<file path="src/rtl/rv32i_mem_arbiter_if.sv">
// Bundle of the fetch port, the load/store port and the memory port of the
// unified memory arbiter. The arbiter connects through the slave modport.
interface rv32i_mem_arbiter_if #(
    parameter int ADDR_W = 32,
    parameter int DATA_W = 32
);
    logic                  if_req;
    logic [ADDR_W-1:0]     if_addr;
    logic                  if_gnt;
    logic                  if_rvalid;
    logic [DATA_W-1:0]     if_rdata;

    logic                  d_req;
    logic                  d_we;
    logic [DATA_W/8-1:0]   d_be;
    logic [ADDR_W-1:0]     d_addr;
    logic [DATA_W-1:0]     d_wdata;
    logic                  d_gnt;
    logic                  d_rvalid;
    logic [DATA_W-1:0]     d_rdata;

    logic                  mem_en;
    logic                  mem_we;
    logic [DATA_W/8-1:0]   mem_be;
    logic [ADDR_W-1:0]     mem_addr;
    logic [DATA_W-1:0]     mem_wdata;
    logic [DATA_W-1:0]     mem_rdata;

    logic                  busy;

    modport slave (
        input  if_req, if_addr,
        output if_gnt, if_rvalid, if_rdata,
        input  d_req, d_we, d_be, d_addr, d_wdata,
        output d_gnt, d_rvalid, d_rdata,
        output mem_en, mem_we, mem_be, mem_addr, mem_wdata,
        input  mem_rdata,
        output busy
    );

    modport master (
        output if_req, if_addr,
        input  if_gnt, if_rvalid, if_rdata,
        output d_req, d_we, d_be, d_addr, d_wdata,
        input  d_gnt, d_rvalid, d_rdata,
        input  mem_en, mem_we, mem_be, mem_addr, mem_wdata,
        output mem_rdata,
        input  busy
    );
endinterface

</file>
<file path="src/rtl/rv32i_mem_arbiter.sv">
// Single-outstanding arbiter sharing one memory port between fetch and
// load/store; data has priority, a starvation counter forces fetch progress.
module rv32i_mem_arbiter #(
    parameter int ADDR_W     = 32,
    parameter int DATA_W     = 32,
    parameter int MEM_LAT    = 1,
    parameter int STARVE_MAX = 4
) (
    input  logic               clk,
    input  logic               reset,
    rv32i_mem_arbiter_if.slave bus
);
    localparam int BE_W = DATA_W / 8;
    localparam logic [2:0] LAT_LOAD   = 3'(MEM_LAT);
    localparam logic [3:0] STARVE_LIM = 4'(STARVE_MAX);

    typedef enum logic [1:0] {
        IDLE = 2'd0,
        WAIT = 2'd1,
        RESP = 2'd2
    } state_t;

    state_t              r_state;
    logic [2:0]          r_lat_cnt;
    logic [3:0]          r_starve_cnt;
    logic                r_owner_d;

    logic                r_if_gnt;
    logic                r_if_rvalid;
    logic [DATA_W-1:0]   r_if_rdata;
    logic                r_d_gnt;
    logic                r_d_rvalid;
    logic [DATA_W-1:0]   r_d_rdata;
    logic                r_mem_en;
    logic                r_mem_we;
    logic [BE_W-1:0]     r_mem_be;
    logic [ADDR_W-1:0]   r_mem_addr;
    logic [DATA_W-1:0]   r_mem_wdata;
    logic                r_busy;

    logic                w_force_if;
    logic                w_grant_d;
    logic                w_grant_if;
    logic [BE_W-1:0]     w_be_ones;

    for (genvar gi = 0; gi < BE_W; gi++) begin : g_be_ones
        assign w_be_ones[gi] = 1'b1;
    end

    // Requests are only looked at in IDLE; fetch wins once data has starved it long enough.
    assign w_force_if = bus.if_req && (r_starve_cnt == STARVE_LIM);
    assign w_grant_d  = (r_state == IDLE) && bus.d_req && !w_force_if;
    assign w_grant_if = (r_state == IDLE) && bus.if_req && !w_grant_d;

    always_ff @(posedge clk) begin
        if (reset) begin
            r_state      <= IDLE;
            r_lat_cnt    <= '0;
            r_starve_cnt <= '0;
            r_owner_d    <= 1'b0;
            r_if_gnt     <= 1'b0;
            r_if_rvalid  <= 1'b0;
            r_if_rdata   <= '0;
            r_d_gnt      <= 1'b0;
            r_d_rvalid   <= 1'b0;
            r_d_rdata    <= '0;
            r_mem_en     <= 1'b0;
            r_mem_we     <= 1'b0;
            r_mem_be     <= '0;
            r_mem_addr   <= '0;
            r_mem_wdata  <= '0;
            r_busy       <= 1'b0;
        end else begin
            // Strobes are single-cycle; buses keep their last value.
            r_if_gnt    <= 1'b0;
            r_d_gnt     <= 1'b0;
            r_if_rvalid <= 1'b0;
            r_d_rvalid  <= 1'b0;
            r_mem_en    <= 1'b0;
            r_mem_we    <= 1'b0;

            case (r_state)
                IDLE: begin
                    if (w_grant_d) begin
                        r_d_gnt     <= 1'b1;
                        r_owner_d   <= 1'b1;
                        r_mem_en    <= 1'b1;
                        r_mem_we    <= bus.d_we;
                        r_mem_be    <= bus.d_we ? bus.d_be : w_be_ones;
                        r_mem_addr  <= bus.d_addr;
                        r_mem_wdata <= bus.d_wdata;
                        r_lat_cnt   <= LAT_LOAD;
                        r_busy      <= 1'b1;
                        r_state     <= WAIT;
                        if (bus.if_req) begin
                            if (r_starve_cnt != STARVE_LIM) begin
                                r_starve_cnt <= r_starve_cnt + 4'd1;
                            end
                        end else begin
                            r_starve_cnt <= '0;
                        end
                    end else if (w_grant_if) begin
                        r_if_gnt     <= 1'b1;
                        r_owner_d    <= 1'b0;
                        r_mem_en     <= 1'b1;
                        r_mem_be     <= w_be_ones;
                        r_mem_addr   <= bus.if_addr;
                        r_lat_cnt    <= LAT_LOAD;
                        r_busy       <= 1'b1;
                        r_starve_cnt <= '0;
                        r_state      <= WAIT;
                    end
                end

                WAIT: begin
                    // Counter reaches zero in the cycle the memory presents its data.
                    if (r_lat_cnt == 3'd0) begin
                        if (r_owner_d) begin
                            r_d_rdata  <= bus.mem_rdata;
                            r_d_rvalid <= 1'b1;
                        end else begin
                            r_if_rdata  <= bus.mem_rdata;
                            r_if_rvalid <= 1'b1;
                        end
                        r_state <= RESP;
                    end else begin
                        r_lat_cnt <= r_lat_cnt - 3'd1;
                    end
                end

                RESP: begin
                    r_busy  <= 1'b0;
                    r_state <= IDLE;
                end

                default: begin
                    r_busy  <= 1'b0;
                    r_state <= IDLE;
                end
            endcase
        end
    end

    assign bus.if_gnt    = r_if_gnt;
    assign bus.if_rvalid = r_if_rvalid;
    assign bus.if_rdata  = r_if_rdata;
    assign bus.d_gnt     = r_d_gnt;
    assign bus.d_rvalid  = r_d_rvalid;
    assign bus.d_rdata   = r_d_rdata;
    assign bus.mem_en    = r_mem_en;
    assign bus.mem_we    = r_mem_we;
    assign bus.mem_be    = r_mem_be;
    assign bus.mem_addr  = r_mem_addr;
    assign bus.mem_wdata = r_mem_wdata;
    assign bus.busy      = r_busy;
endmodule

</file>
<file path="src/flat_wrapper.sv">
// flat-port wrapper written by rule: the top's interface ports become plain ports
module rv32i_mem_arbiter_flat 
#(
    parameter int ADDR_W     = 32,
    parameter int DATA_W     = 32,
    parameter int MEM_LAT    = 1,
    parameter int STARVE_MAX = 4
)
  (clk, reset, bus_if_req, bus_if_addr, bus_if_gnt, bus_if_rvalid, bus_if_rdata, bus_d_req, bus_d_we, bus_d_be, bus_d_addr, bus_d_wdata, bus_d_gnt, bus_d_rvalid, bus_d_rdata, bus_mem_en, bus_mem_we, bus_mem_be, bus_mem_addr, bus_mem_wdata, bus_mem_rdata, bus_busy);
  rv32i_mem_arbiter_if #(.ADDR_W(ADDR_W), .DATA_W(DATA_W)) bus_i ();
  input  logic clk;
  input  logic reset;
  input wire logic [$bits(bus_i.if_req)-1:0] bus_if_req;
  input wire logic [$bits(bus_i.if_addr)-1:0] bus_if_addr;
  output wire logic [$bits(bus_i.if_gnt)-1:0] bus_if_gnt;
  output wire logic [$bits(bus_i.if_rvalid)-1:0] bus_if_rvalid;
  output wire logic [$bits(bus_i.if_rdata)-1:0] bus_if_rdata;
  input wire logic [$bits(bus_i.d_req)-1:0] bus_d_req;
  input wire logic [$bits(bus_i.d_we)-1:0] bus_d_we;
  input wire logic [$bits(bus_i.d_be)-1:0] bus_d_be;
  input wire logic [$bits(bus_i.d_addr)-1:0] bus_d_addr;
  input wire logic [$bits(bus_i.d_wdata)-1:0] bus_d_wdata;
  output wire logic [$bits(bus_i.d_gnt)-1:0] bus_d_gnt;
  output wire logic [$bits(bus_i.d_rvalid)-1:0] bus_d_rvalid;
  output wire logic [$bits(bus_i.d_rdata)-1:0] bus_d_rdata;
  output wire logic [$bits(bus_i.mem_en)-1:0] bus_mem_en;
  output wire logic [$bits(bus_i.mem_we)-1:0] bus_mem_we;
  output wire logic [$bits(bus_i.mem_be)-1:0] bus_mem_be;
  output wire logic [$bits(bus_i.mem_addr)-1:0] bus_mem_addr;
  output wire logic [$bits(bus_i.mem_wdata)-1:0] bus_mem_wdata;
  input wire logic [$bits(bus_i.mem_rdata)-1:0] bus_mem_rdata;
  output wire logic [$bits(bus_i.busy)-1:0] bus_busy;
  assign bus_i.if_req = bus_if_req;
  assign bus_i.if_addr = bus_if_addr;
  assign bus_if_gnt = bus_i.if_gnt;
  assign bus_if_rvalid = bus_i.if_rvalid;
  assign bus_if_rdata = bus_i.if_rdata;
  assign bus_i.d_req = bus_d_req;
  assign bus_i.d_we = bus_d_we;
  assign bus_i.d_be = bus_d_be;
  assign bus_i.d_addr = bus_d_addr;
  assign bus_i.d_wdata = bus_d_wdata;
  assign bus_d_gnt = bus_i.d_gnt;
  assign bus_d_rvalid = bus_i.d_rvalid;
  assign bus_d_rdata = bus_i.d_rdata;
  assign bus_mem_en = bus_i.mem_en;
  assign bus_mem_we = bus_i.mem_we;
  assign bus_mem_be = bus_i.mem_be;
  assign bus_mem_addr = bus_i.mem_addr;
  assign bus_mem_wdata = bus_i.mem_wdata;
  assign bus_i.mem_rdata = bus_mem_rdata;
  assign bus_busy = bus_i.busy;
  rv32i_mem_arbiter #(.ADDR_W(ADDR_W), .DATA_W(DATA_W), .MEM_LAT(MEM_LAT), .STARVE_MAX(STARVE_MAX)) u_core (.clk(clk), .reset(reset), .bus(bus_i));
endmodule
</file>
<file path="config.mk">
export PLATFORM = sky130hd
export DESIGN_NAME = rv32i_mem_arbiter_flat
export DESIGN_NICKNAME = d
export VERILOG_FILES = /design/src/rtl/rv32i_mem_arbiter_if.sv /design/src/rtl/rv32i_mem_arbiter.sv /design/src/flat_wrapper.sv
export SDC_FILE = /design/constraint.sdc
export NUM_CORES = 1
export LEC_CHECK = 0
export BUFFER_PORTS_ARGS = -buffer_cell sky130_fd_sc_hd__buf_2
export CORE_ASPECT_RATIO = 1.5
export CORE_MARGIN = 1.5
export CORE_UTILIZATION = 40
export DETAILED_ROUTE_END_ITERATION = 8
export PLACE_DENSITY = 0.66
export SLEW_MARGIN = 15
export SYNTH_ARGS = -nofsm -noshare
export SYNTH_HDL_FRONTEND = slang
export SYNTH_SLANG_ARGS = --single-unit
</file>
<file path="constraint.sdc">
create_clock -name clk -period 1.9 [get_ports clk]
set_input_delay 0.095 -clock clk [delete_from_list [all_inputs] [get_ports clk]]
set_output_delay 0.095 -clock clk [all_outputs]
set_load 0.01 [all_outputs]
</file>
==> run_results.csv <==
group,metric,value,unit
outcome,status,"finished, final reports clean",
sta,finalSetupTns,0,ns
sta,fin_crit_sh,94.6,%
synth,netlist_area,6030,um2
power,leakage,3.98,nW
global_route,grtUsageMet2,41.9,%
die,die_area,15800,um2
detailed_routing,antenna_left,0,
place,hpwl,12100,um
detailed_routing,wl_per_cell,15.1,um
global_route,grtUsageMet3,6.77,%
layout,multiInputGateArea,2620,um2
synth,yosysTopAreaCellShare,49.5,%
synth,synthSimpleGateAreaFrac,24.1,%
synth,synthFlopType,"dfxtp_1",
global_route,grt_pass1_wl,29900,um
sta,tightest_slew,0.483,ns
layout,area_growth,50.9,%
sta,rsz0062_at_grt,"false",
global_route,grt_busiest_layer,"met2",
place,gp_congestion,0.797,
synth,yosysMostFrequentCell,"nand2_1",
global_route,antenna_found_initial,1,
global_route,use_met1,25.8,%
layout,drive_above_1_share,35.3,%
place,port_buffers,275,
detailed_routing,drtIter0Drc,266,
synth,synth_edf_count,0,
critical_path,critical_path_arrival,2.12,ns
die,dieHeight,153,um
critical_path,required,2.22,ns
detailed_routing,drc,0,
sta,slew_violations,0,
die,die_w,103,um
synth,syn-instance-count,699,
layout,final_nets,1190,
critical_path,critPathTopFamily,"buffers and inverters",
power,peakVddDrop,0.637,mV
clock_tree,postCtsSetupBuffers,0,
clock_tree,clk_pin_slew_worst_paths,0.06,ns
clock_tree,cts_buffer_depth,2,
detailed_routing,drtPass1Iterations,4,
sta,slew_headroom,67.8,%
power,pwr_density_cell,913,nW/um2
critical_path,slowest_delay,0.35,ns
global_route,first_global_vias,6272,
clock_tree,h-tree-depth,4,
global_route,grt_max_degree,55,
detailed_routing,drt-total-wl,19000,um
synth,synth.mux.area_fraction,0,%
die,ios,276,
die,core_area,14700,um2
synth,synth_compound_area_share,18.2,%
synth,synth_area_leaders,"dfxtp_1 49%, nand2_1 12%, a21oi_1 8.5%, nor3_2 4.6%, a311oi_1 4.2%",
synth,synth-seq-cells,149,
clock_tree,clk_latency,0.41,ns
synth,synth_common_cells,"194 x nand2_1, 149 x dfxtp_1, 103 x a21oi_1",
synth,yosys.area.top_type,"dfxtp_1",
synth,synth_area_per_cell,8.63,um2
detailed_routing,vias,6362,
global_route,grt_remaining_overflow,0,
synth,synth_top_family_by_area,"simple AND/OR/NAND/NOR gates",
critical_path,critical_path_class,"register to register",
critical_path,cp-start-kind,"register",
clock_tree,cts.sinks,149,
clock_tree,cts_buffers,17,
synth,synth.distinct_cells,40,
synth,synth_fa_ha_area_share,0.830,%
die,initial_core_util,41.1,%
global_route,grt_usage,23.8,%
layout,post-route-util,62.1,%
sta,skew,0.0106,ns
critical_path,critPathCaptureType,"register",
detailed_routing,routed_via_density,5.05,
critical_path,worst-path-max-fanout,32,
clock_tree,root_buffer,"clkbuf_16",
critical_path,path_buf_inv,3,
synth,synth-seq-area-share,49.5,%
synth,ys_async_sr_fraction,0,%
job,drv_cap,0,
sta,setup_viol,0,
power,total_power,8.31,mW
synth,synthXorXnorAreaFrac,0.145,%
layout,fillers,1274,
sta,fmax,556,MHz
synth,yosys_warnings,0,
sta,period_needed,1.80,ns
layout,seq_area,2980,um2
critical_path,cpMaxStageDelayCell,"buf_4",
die,rows,54,
synth,syn_nets,840,
clock_tree,cts_tree,"built",
critical_path,crit_chain,"inv_1 > ha_1 > ha_1 > buf_4 > and4b_1 > buf_4 > nand2_1 > a21oi_1",
sta,hold_viol_final,0,
hold_path,holdCritPathClass,"input port to register",
## kinds of logic (layout without fill, tap and decap cells)
group | count (synthesis) | count (layout)
compound gates | 179 | 179
other cells | 0 | 1
xor+xnor | 1 | 1
simple gates | 293 | 293
flops | 149 | 149
buf+inv | 73 | 436
fa+ha+maj | 4 | 4
## power by group
part           internal, mW  switching (mW)  leakage (nW)
logic                 0.729           0.859          2.50
registers              3.37           0.130          1.22
clock network          1.86            1.36         0.261
## state kept, by name, indices dropped and copies added (netlist names)
name                  flops
u_core.bus.busy           1
u_core.bus.d_gnt          1
u_core.bus.d_rdata       32
u_core.bus.d_rvalid       1
u_core.bus.if_gnt         1
u_core.bus.if_rdata      32
u_core.bus.if_rvalid      1
u_core.bus.mem_addr      32
u_core.bus.mem_be         4
u_core.bus.mem_en         1
u_core.bus.mem_wdata     32
u_core.bus.mem_we         1
u_core.r_lat_cnt          3
u_core.r_owner_d          1
u_core.r_starve_cnt       4
u_core.r_state            2
## cell type report
type | instances | area share (%)
antenna | 1 | 0.0275
clock buffer | 20 | 4.91
clock inverter | 12 | 1.32
inverter | 7 | 0.289
multi-input combinational | 477 | 28.8
sequential | 149 | 32.8
tap | 196 | 2.69
timing repair buffer | 397 | 29.2
## metrics by stage
| step | worst slack (ns) | hold WS [ns] | cell area [um2] | instances |
|---|---|---|---|---|
| after floorplan | 0.310 | 0.231 | 6030 | 699 |
| after global placement | 0.156 | 0.347 | 7530 | 1126 |
| after detailed placement | 0.0880 | 0.353 | 7530 | 1126 |
| after CTS | 0.0895 | 0.0230 | 9090 | 1258 |
| after global routing | 0.0128 | 0.0470 | 9100 | 1258 |
| final | 0.103 | 0.0342 | 9100 | 1259 |
## worst min-delay path: stages
cell	delay, ns
buf_2	0.10
nand3_1	0.14
nor2_1	0.05
## timing repair
action	in CTS	in global routing
hold endpoints to repair	132	0
setup endpoints to repair	0	31
hold buffers	100	0
gates resized for setup	0	1
## worst paths after layout
path                               from                endpoint  slack (ns)  cells past startpoint
hold reg to reg   u_core.bus.d_rdata[8]   u_core.bus.d_rdata[8]        0.45                      2
setup reg to reg    u_core.r_lat_cnt[0]  u_core.bus.d_rdata[13]        0.10                      8
setup / recovery    u_core.r_lat_cnt[0]  u_core.bus.d_rdata[13]        0.10                      8
hold / removal                 bus_d_we       u_core.bus.mem_we        0.03                      3
## cell usage in the layout, fill, tap and decap left out, types with 2 or more instances in the layout
cell type	Yosys	final
o21ai_0	2	2
clkbuf_1	23	2
clkbuf_16	0	17
nand3_1	34	34
nand4b_1	3	3
o21ai_2	4	4
a311oi_2	4	4
nor3_2	28	28
inv_6	0	5
o21ai_1	28	28
nand2b_1	3	3
and3_1	2	2
nand4_1	3	3
buf_12	0	9
o221a_2	4	4
or2_1	2	2
o211ai_1	3	3
dlygate4sd3_1	0	100
nor3_1	4	4
ha_1	4	4
buf_2	19	274
inv_1	7	7
buf_4	6	14
nor3b_4	2	2
clkinvlp_4	0	5
a21oi_1	103	103
nand2_1	194	194
nor2_1	6	6
dfxtp_1	149	149
a311oi_1	29	29
## layer usage
metal  up-vias  share of wire (%)  wire (um)
met3        40                7.4       1400
li1       3117                  -          -
met4         0                2.6        494
met2       255                 50       9610
met5         -                  0          0
met1      2950                 40       7540
(Power assumes the default switching activity.)
